===== config.mk =====
export PLATFORM = sky130hd
export DESIGN_NAME = mult_booth_r4_flat
export DESIGN_NICKNAME = d
export VERILOG_FILES = /design/src/rtl/mult_booth_r4_pkg.sv /design/src/rtl/mult_booth_r4_if.sv /design/src/rtl/mult_booth_r4_recode.sv /design/src/rtl/mult_booth_r4.sv /design/src/flat_wrapper.sv
export SDC_FILE = /design/constraint.sdc
export NUM_CORES = 1
export LEC_CHECK = 0
export CORE_MARGIN = 10
export CORE_UTILIZATION = 55
export DETAILED_ROUTE_END_ITERATION = 8
export GPL_ROUTABILITY_DRIVEN = 1
export GPL_TIMING_DRIVEN = 0
export PLACE_DENSITY = 0.93
export SYNTH_ARGS = -nofsm -noshare
export SYNTH_HDL_FRONTEND = slang
export SYNTH_SLANG_ARGS = --single-unit

===== constraint.sdc =====
create_clock -name clock -period 7 [get_ports clock]
set_input_delay 1.4 -clock clock [delete_from_list [all_inputs] [get_ports clock]]
set_output_delay 1.4 -clock clock [all_outputs]
set_load 0.01 [all_outputs]

===== src/rtl/mult_booth_r4_pkg.sv =====
// Shared types for the radix-4 Booth multiplier: FSM state encoding, Booth digits
// and the iteration-count helper.
package mult_pkg;

    typedef logic [1:0] state_t;

    localparam state_t ST_IDLE = 2'd0;
    localparam state_t ST_BUSY = 2'd1;
    localparam state_t ST_DONE = 2'd2;

    typedef enum logic [2:0] {
        ZERO = 3'd0,
        POS1 = 3'd1,
        POS2 = 3'd2,
        NEG1 = 3'd3,
        NEG2 = 3'd4
    } booth_digit_e;

    // Operands are extended by two bits, so (WIDTH+2)/2 radix-4 steps cover them.
    function automatic int iter_of(input int width);
        return width / 2 + 1;
    endfunction

endpackage


===== src/rtl/mult_booth_r4_if.sv =====
// Start/operand/result bundle between the ALU control FSM and the Booth multiplier.
interface mult_booth_r4_if #(
    parameter int WIDTH = 32
);
    logic             ctrl_MULT;
    logic             ctrl_SIGNED;
    logic [WIDTH-1:0] data_operandA;
    logic [WIDTH-1:0] data_operandB;
    logic             data_inputRDY;
    logic             data_resultRDY;
    logic [WIDTH-1:0] data_result;
    logic [WIDTH-1:0] data_result_hi;
    logic             data_exception;

    modport master (
        output ctrl_MULT, ctrl_SIGNED, data_operandA, data_operandB,
        input  data_inputRDY, data_resultRDY, data_result, data_result_hi, data_exception
    );

    modport slave (
        input  ctrl_MULT, ctrl_SIGNED, data_operandA, data_operandB,
        output data_inputRDY, data_resultRDY, data_result, data_result_hi, data_exception
    );
endinterface


===== src/rtl/mult_booth_r4_recode.sv =====
// Radix-4 Booth recoder: maps a 3-bit multiplier window to a digit and expands it
// into a partial-product select; negative digits are one's complement plus carry-in.
module booth_r4_recode
    import mult_pkg::*;
#(
    parameter int WIDTH = 32
) (
    input  logic [2:0]       window,
    input  logic [WIDTH+1:0] mcand,
    output booth_digit_e     digit,
    output logic [WIDTH+1:0] pp_sel,
    output logic             neg
);

    // Window {b[2i+1], b[2i], b[2i-1]} to digit.
    always_comb begin
        digit = ZERO;
        case (window)
            3'b000, 3'b111: digit = ZERO;
            3'b001, 3'b010: digit = POS1;
            3'b011:         digit = POS2;
            3'b100:         digit = NEG2;
            3'b101, 3'b110: digit = NEG1;
            default:        digit = ZERO;
        endcase
    end

    // Digit to partial-product select and two's-complement carry-in.
    always_comb begin
        pp_sel = {(WIDTH+2){1'b0}};
        neg    = 1'b0;
        case (digit)
            POS1: begin
                pp_sel = mcand;
                neg    = 1'b0;
            end
            POS2: begin
                pp_sel = {mcand[WIDTH:0], 1'b0};
                neg    = 1'b0;
            end
            NEG1: begin
                pp_sel = ~mcand;
                neg    = 1'b1;
            end
            NEG2: begin
                pp_sel = ~{mcand[WIDTH:0], 1'b0};
                neg    = 1'b1;
            end
            default: begin
                pp_sel = {(WIDTH+2){1'b0}};
                neg    = 1'b0;
            end
        endcase
    end

endmodule


===== src/rtl/mult_booth_r4.sv =====
// Multi-cycle radix-4 Booth multiplier, signed or unsigned, full 2*WIDTH-bit product
// after a fixed ITER-cycle latency, with an informational overflow flag.
module mult_booth_r4
    import mult_pkg::*;
#(
    parameter int WIDTH = 32
) (
    input  logic          clock,
    input  logic          reset_n,
    mult_booth_r4_if.slave bus
);

    localparam int ITER = iter_of(WIDTH);
    localparam int EW   = WIDTH + 2;
    localparam int AW   = 2 * WIDTH + 4;
    localparam int CW   = $clog2(ITER + 1);

    state_t             state_r;
    logic [CW-1:0]      cnt_r;
    logic [AW-1:0]      acc_r;
    logic [EW-1:0]      mcand_r;
    logic               prev_r;
    logic               signed_r;
    logic               input_rdy_r;
    logic               result_rdy_r;
    logic [WIDTH-1:0]   result_lo_r;
    logic [WIDTH-1:0]   result_hi_r;
    logic               exception_r;

    logic [EW-1:0]      a_ext_s;
    logic [EW-1:0]      b_ext_s;
    booth_digit_e       digit_s;
    logic [EW-1:0]      pp_sel_s;
    logic               neg_s;
    logic [EW-1:0]      sum_s;
    logic signed [AW-1:0] pre_shift_s;
    logic [AW-1:0]      acc_step_s;
    logic               last_iter_s;
    logic               unused_s;

    // Overflow against a WIDTH-bit destination, by mode of the latched operation.
    function automatic logic overflow_of(input logic [2*WIDTH-1:0] prod, input logic sgn);
        logic [WIDTH:0] top;
        top = prod[2*WIDTH-1:WIDTH-1];
        if (sgn) begin
            return !((&top) || !(|top));
        end else begin
            return |prod[2*WIDTH-1:WIDTH];
        end
    endfunction

    assign a_ext_s = {{2{bus.ctrl_SIGNED & bus.data_operandA[WIDTH-1]}}, bus.data_operandA};
    assign b_ext_s = {{2{bus.ctrl_SIGNED & bus.data_operandB[WIDTH-1]}}, bus.data_operandB};

    booth_r4_recode #(
        .WIDTH (WIDTH)
    ) u_recode (
        .window (acc_r[1:0] == 2'b00 && !prev_r ? 3'b000 : {acc_r[1:0], prev_r}),
        .mcand  (mcand_r),
        .digit  (digit_s),
        .pp_sel (pp_sel_s),
        .neg    (neg_s)
    );

    // One Booth step: add the partial product to the upper half, then shift right by two.
    always_comb begin
        sum_s       = acc_r[AW-1:EW] + pp_sel_s + {{(EW-1){1'b0}}, neg_s};
        pre_shift_s = {sum_s, acc_r[EW-1:0]};
        acc_step_s  = pre_shift_s >>> 2;
        last_iter_s = (cnt_r == CW'(ITER - 1));
    end

    assign unused_s = ^{acc_step_s[AW-1:2*WIDTH], digit_s};

    // Control FSM, iteration counter, accumulator and registered result outputs.
    always_ff @(posedge clock or negedge reset_n) begin
        if (!reset_n) begin
            state_r      <= ST_IDLE;
            cnt_r        <= {CW{1'b0}};
            acc_r        <= {AW{1'b0}};
            mcand_r      <= {EW{1'b0}};
            prev_r       <= 1'b0;
            signed_r     <= 1'b0;
            input_rdy_r  <= 1'b1;
            result_rdy_r <= 1'b0;
            result_lo_r  <= {WIDTH{1'b0}};
            result_hi_r  <= {WIDTH{1'b0}};
            exception_r  <= 1'b0;
        end else begin
            case (state_r)
                ST_IDLE, ST_DONE: begin
                    if (bus.ctrl_MULT) begin
                        state_r      <= ST_BUSY;
                        cnt_r        <= {CW{1'b0}};
                        acc_r        <= {{EW{1'b0}}, b_ext_s};
                        mcand_r      <= a_ext_s;
                        prev_r       <= 1'b0;
                        signed_r     <= bus.ctrl_SIGNED;
                        input_rdy_r  <= 1'b0;
                        result_rdy_r <= 1'b0;
                    end else begin
                        state_r <= state_r;
                    end
                end
                ST_BUSY: begin
                    acc_r  <= acc_step_s;
                    prev_r <= acc_r[1];
                    cnt_r  <= cnt_r + CW'(1);
                    if (last_iter_s) begin
                        state_r      <= ST_DONE;
                        input_rdy_r  <= 1'b1;
                        result_rdy_r <= 1'b1;
                        result_lo_r  <= acc_step_s[WIDTH-1:0];
                        result_hi_r  <= acc_step_s[2*WIDTH-1:WIDTH];
                        exception_r  <= overflow_of(acc_step_s[2*WIDTH-1:0], signed_r);
                    end else begin
                        state_r <= ST_BUSY;
                    end
                end
                default: begin
                    state_r      <= ST_IDLE;
                    input_rdy_r  <= 1'b1;
                    result_rdy_r <= 1'b0;
                end
            endcase
        end
    end

    assign bus.data_inputRDY  = input_rdy_r;
    assign bus.data_resultRDY = result_rdy_r;
    assign bus.data_result    = result_lo_r;
    assign bus.data_result_hi = result_hi_r;
    assign bus.data_exception = exception_r;

endmodule

===== src/flat_wrapper.sv =====
// flat-port wrapper written by rule: the top's interface ports become plain ports
module mult_booth_r4_flat import mult_pkg::*;
#(
    parameter int WIDTH = 32
)
  (clock, reset_n, bus_ctrl_MULT, bus_ctrl_SIGNED, bus_data_operandA, bus_data_operandB, bus_data_inputRDY, bus_data_resultRDY, bus_data_result, bus_data_result_hi, bus_data_exception);
  mult_booth_r4_if #(.WIDTH(WIDTH)) bus_i ();
  input  logic clock;
  input  logic reset_n;
  input wire logic [$bits(bus_i.ctrl_MULT)-1:0] bus_ctrl_MULT;
  input wire logic [$bits(bus_i.ctrl_SIGNED)-1:0] bus_ctrl_SIGNED;
  input wire logic [$bits(bus_i.data_operandA)-1:0] bus_data_operandA;
  input wire logic [$bits(bus_i.data_operandB)-1:0] bus_data_operandB;
  output wire logic [$bits(bus_i.data_inputRDY)-1:0] bus_data_inputRDY;
  output wire logic [$bits(bus_i.data_resultRDY)-1:0] bus_data_resultRDY;
  output wire logic [$bits(bus_i.data_result)-1:0] bus_data_result;
  output wire logic [$bits(bus_i.data_result_hi)-1:0] bus_data_result_hi;
  output wire logic [$bits(bus_i.data_exception)-1:0] bus_data_exception;
  assign bus_i.ctrl_MULT = bus_ctrl_MULT;
  assign bus_i.ctrl_SIGNED = bus_ctrl_SIGNED;
  assign bus_i.data_operandA = bus_data_operandA;
  assign bus_i.data_operandB = bus_data_operandB;
  assign bus_data_inputRDY = bus_i.data_inputRDY;
  assign bus_data_resultRDY = bus_i.data_resultRDY;
  assign bus_data_result = bus_i.data_result;
  assign bus_data_result_hi = bus_i.data_result_hi;
  assign bus_data_exception = bus_i.data_exception;
  mult_booth_r4 #(.WIDTH(WIDTH)) u_core (.clock(clock), .reset_n(reset_n), .bus(bus_i));
endmodule

==> metrics.log <==
INFO  metric run_status = complete, no violations
INFO  metric cts_hold_repair.buffers = 0
INFO  metric rsz_0062_raised_after_global_routing = false
INFO  metric post_synth_main_area_contributors = sky130_fd_sc_hd__dfrtp_1, sky130_fd_sc_hd__nand2_1, sky130_fd_sc_hd__ha_1, sky130_fd_sc_hd__o21ai_0, sky130_fd_sc_hd__a221oi_1
INFO  metric synth_enable_flop_cells = 0
INFO  metric finalNonFillerCells = 1478
INFO  metric wl_per_cell = roughly 19 µm
INFO  metric clk_pin_slew_worst_paths = 0.07 ns
INFO  metric regToRegSetupSlack = ~1.0 ns
INFO  metric tritoncts.num_buffers = 17
INFO  metric worst_hold_path_class = flip-flop to flip-flop
INFO  metric cts-htree-levels = 4
INFO  metric hold_violations = 0
INFO  metric place_hpwl = about 20 mm
INFO  metric synth_xor_xnor_area_share = 2.52%
INFO  metric final_antenna_net_count = 0
INFO  metric nets = 1350
INFO  metric layout_overhead_on_the_synthesized_area = 24.6%
INFO  metric async_s_r_ff_share_synth = 100%
INFO  metric number_of_remaining_drc_errors = 0
INFO  metric vias_per_cell = 6.07
INFO  metric placedCellCount = around 1.4k
INFO  metric sequential_cell_area_fraction_in_the_yosys_report = 46.7%
INFO  metric globalRouteTotalUtil = 25.4%
INFO  metric fin_worst_hold_slack = about 0.48 ns
INFO  metric regToRegStartpoint = u_core.prev_r
INFO  metric min_to = u_core.bus.data_result_hi[24]
INFO  metric clock_tree_from_tritoncts = built
INFO  metric synth_top_family_by_area = simple AND/OR/NAND/NOR gates
INFO  metric timing.critical_path.to_type = flip-flop
INFO  metric floorplan.die_area = 22700 µm²
INFO  metric yosys_most_used_dff = sky130_fd_sc_hd__dfrtp_1
INFO  metric antenna_violations_before_repair = 0
INFO  metric routabilityCongestion = 0.980
INFO  metric synth_cell_type_count = 73
INFO  metric buffer_ports.inserted = 134
INFO  metric clk_path_buf_depth = 2
INFO  metric fp.coreArea = between 15000 and 20000 µm²
INFO  metric synthSimpleGateAreaFrac = 22.8%
INFO  metric startpoint = u_core.prev_r
INFO  metric fin_worst_skew = between 0.015 and 0.02 ns
INFO  metric floorplan.initialDensity = 56.4%
INFO  metric final.min_clock_period = 5.96 ns
INFO  metric period_share = 85.2%
INFO  metric final-setup-viol-count = 0
INFO  metric vias = 8974
INFO  metric clock-sinks = 175
INFO  metric syn_avg_cell_area = 8.60 µm²
INFO  metric layout-drive-gt1-share = 4.69%
INFO  metric ys.warnings.count = 0
INFO  metric critPathKind = flip-flop to flip-flop
INFO  metric drv_cap = 0
INFO  metric floorplan.die.height = 151 µm
INFO  metric fillCellCount = 1227
INFO  metric synth.mux.area_fraction = 0.107%
INFO  metric worst-slew-pin-transition = 0.899 ns
INFO  metric crit_fanout = 10
INFO  metric ys_ff_latch = 175
INFO  metric first_pass_iters = 6
INFO  metric post_cts_setup_buffers = 0
INFO  metric grt_overflow = 0
INFO  metric worst_path_max_delay_cell = sky130_fd_sc_hd__a2111oi_0
INFO  metric max_stage_delay = ~0.77 ns
INFO  metric detail_route.wirelength = between 20 and 30 mm
INFO  metric num_rows = 47
INFO  metric number_of_global_route_vias_before_repair = between 8k and 9k
INFO  metric floorplan.io_pins = 135
INFO  metric dr.first_iter.drc_count = 992
INFO  metric postCtsResizedCells = 0
INFO  metric post_synth_fa_ha_maj_area_fraction = about 5.1%
INFO  metric timing.critical_path.arrival = 6.29 ns
INFO  metric critical_path_cell_list = inv_1 -> ha_1 -> and3b_1 -> clkbuf_1 -> clkbuf_1 -> nand2_1 -> o211a_1 -> fa_1 -> fa_1 -> nor2b_1 -> o31ai_1 -> a2111oi_0 -> nor3_1 -> xor2_1 -> or4_1 -> or4_1 -> or4_1 -> o22ai_1 -> nor2_1
INFO  metric timing.hold.worst.start = u_core.bus.data_result_hi[24]
INFO  metric slew_headroom = between 30% and 40%
INFO  metric finalMaxSlewViolations = 0
INFO  metric synth_cells = 1091
INFO  metric worst_skew_pair.late_latency = 0.45 ns
INFO  metric synthesis.nets = 1196
INFO  metric synth_largest_area_cell = sky130_fd_sc_hd__dfrtp_1
INFO  metric mapped_area = 9390 µm²
INFO  metric ctsRootBufferMaster = sky130_fd_sc_hd__clkbuf_16
INFO  metric maxClockFrequency = about 170 MHz
INFO  metric post-synth-top-area-fraction = 46.4%
INFO  metric min_path_cells = 2
INFO  metric worst_r2r_path_depth = 19
INFO  metric timing.rr.end = u_core.bus.data_exception
INFO  metric num_antenna_cells = 0
INFO  metric die_w = 151 µm
INFO  metric global_route_wire_length_before_repair = approximately 46 mm
INFO  metric synthesized_area_fraction_occupied_by_ao_oa_aoi_and_oai_cells = 19.8%
INFO  metric setup.worst_path.start_class = flip-flop
INFO  metric cp.required = about 7.3 ns
INFO  metric crit_top_cell = sky130_fd_sc_hd__or4_1
INFO  metric largest_net_degree_at_the_start_of_global_routing = 114
-- critical path: cells and delay by family (launching register included) --
kind / cells / cell delay, ns
simple gates: 8 / 2.16
xor+xnor: 1 / 0.22
flops: 1 / 0.37
buf+inv: 3 / 0.80
fa+ha+maj: 3 / 1.11
compound gates: 4 / 1.19
-- registers in the layout (all words and copies together), names as in the netlist --
name / cells
u_core.acc_r: 66
u_core.mcand_r: 33
u_core.bus.data_result: 32
u_core.bus.data_result_hi: 32
u_core.cnt_r: 5
u_core.state_r: 2
u_core.bus.data_exception: 1
u_core.bus.data_inputRDY: 1
u_core.bus.data_resultRDY: 1
u_core.prev_r: 1
u_core.signed_r: 1
-- Yosys cell counts (all sizes together), types with 2 or more instances --
master / number
a21oi: 34
or2: 4
o21ba: 2
nand2b: 5
buf: 8
a221oi: 33
fa: 2
nand3b: 3
or4: 4
and2: 4
ha: 35
nand2: 374
o211ai: 4
nor2b: 7
and3: 5
xor2: 13
o21bai: 2
a21o: 10
o21a: 5
dfrtp: 174
a31o: 2
a22oi: 32
xnor2: 14
o41ai: 2
a2111oi: 3
nor4: 5
o31ai: 7
a211oi: 9
clkbuf: 50
a22o: 18
nand4: 9
nand3: 8
inv: 15
or3: 8
nor3: 9
o21ai: 93
nor2: 58
o211a: 4
-- how the worst max path moves through the flow --
stage | end | slack, ns | cells past startpoint
floorplan | u_core.bus.data_exception | 2.08 | 20
global placement | u_core.acc_r[43] | -2.54 | 1
detailed placement | u_core.bus.data_exception | 1.25 | 17
CTS | u_core.bus.data_exception | 1.17 | 19
global route | u_core.bus.data_exception | 0.68 | 19
finish | u_core.bus.data_exception | 1.04 | 19
-- final cells by class --
cell class | count | area (µm²) | share of cell area [%]
multi-input cells | 843 | 4710 | 40.3
clock buffers | 17 | 425 | 3.64
flip-flops and latches | 175 | 4380 | 37.5
clock inverters | 15 | 230 | 1.97
repair buffers | 135 | 1370 | 11.8
plain buffers | 58 | 235 | 2.01
inverters | 15 | 56.3 | 0.482
well taps | 220 | 275 | 2.35
-- per-layer routing --
metal / vias to the layer above / GRT usage (%) / share of wire (%)
met3: 113 / 5.91 / 9.5
met5: - / 0 / 0
li1: 4122 / - / -
met1: 4256 / 31.2 / 39
met4: 0 / 12.8 / 4.5
met2: 483 / 41.0 / 47
-- cells in the final DEF (no fill, tap or decap), types with 32 or more instances in the layout --
master / count
sky130_fd_sc_hd__a221oi_1: 32
sky130_fd_sc_hd__clkdlybuf4s50_1: 133
sky130_fd_sc_hd__nor2_1: 56
sky130_fd_sc_hd__nand2_1: 374
sky130_fd_sc_hd__a21oi_1: 32
sky130_fd_sc_hd__ha_1: 35
sky130_fd_sc_hd__dfrtp_1: 174
sky130_fd_sc_hd__a22oi_1: 32
sky130_fd_sc_hd__clkbuf_1: 49
sky130_fd_sc_hd__o21ai_0: 86
-- through the flow --
stage	utilization, %	TNS (ns)	cell area (µm²)	setup slack (ns)
after floorplan	-	0	9390	2.08
after global placement	66.1	-439.96	11000	-2.54
after detailed placement	66.3	0	11000	1.25
after CTS	70.3	0	11700	1.17
after global routing	70.3	0	11700	0.676
final	70.3	0	11700	1.04
-- cell families after synthesis --
group                    Yosys count
buffers and inverters             73
AO/OA/AOI/OAI                    268
XOR/XNOR                          27
multiplexers                       1
AND/OR/NAND/NOR                  510
adder cells (fa/ha/maj)           37
flip-flops                       175
Power is left out: the tool's default activity adds up to more than one toggle a clock period on the data nets, which glitch-free logic cannot reach.
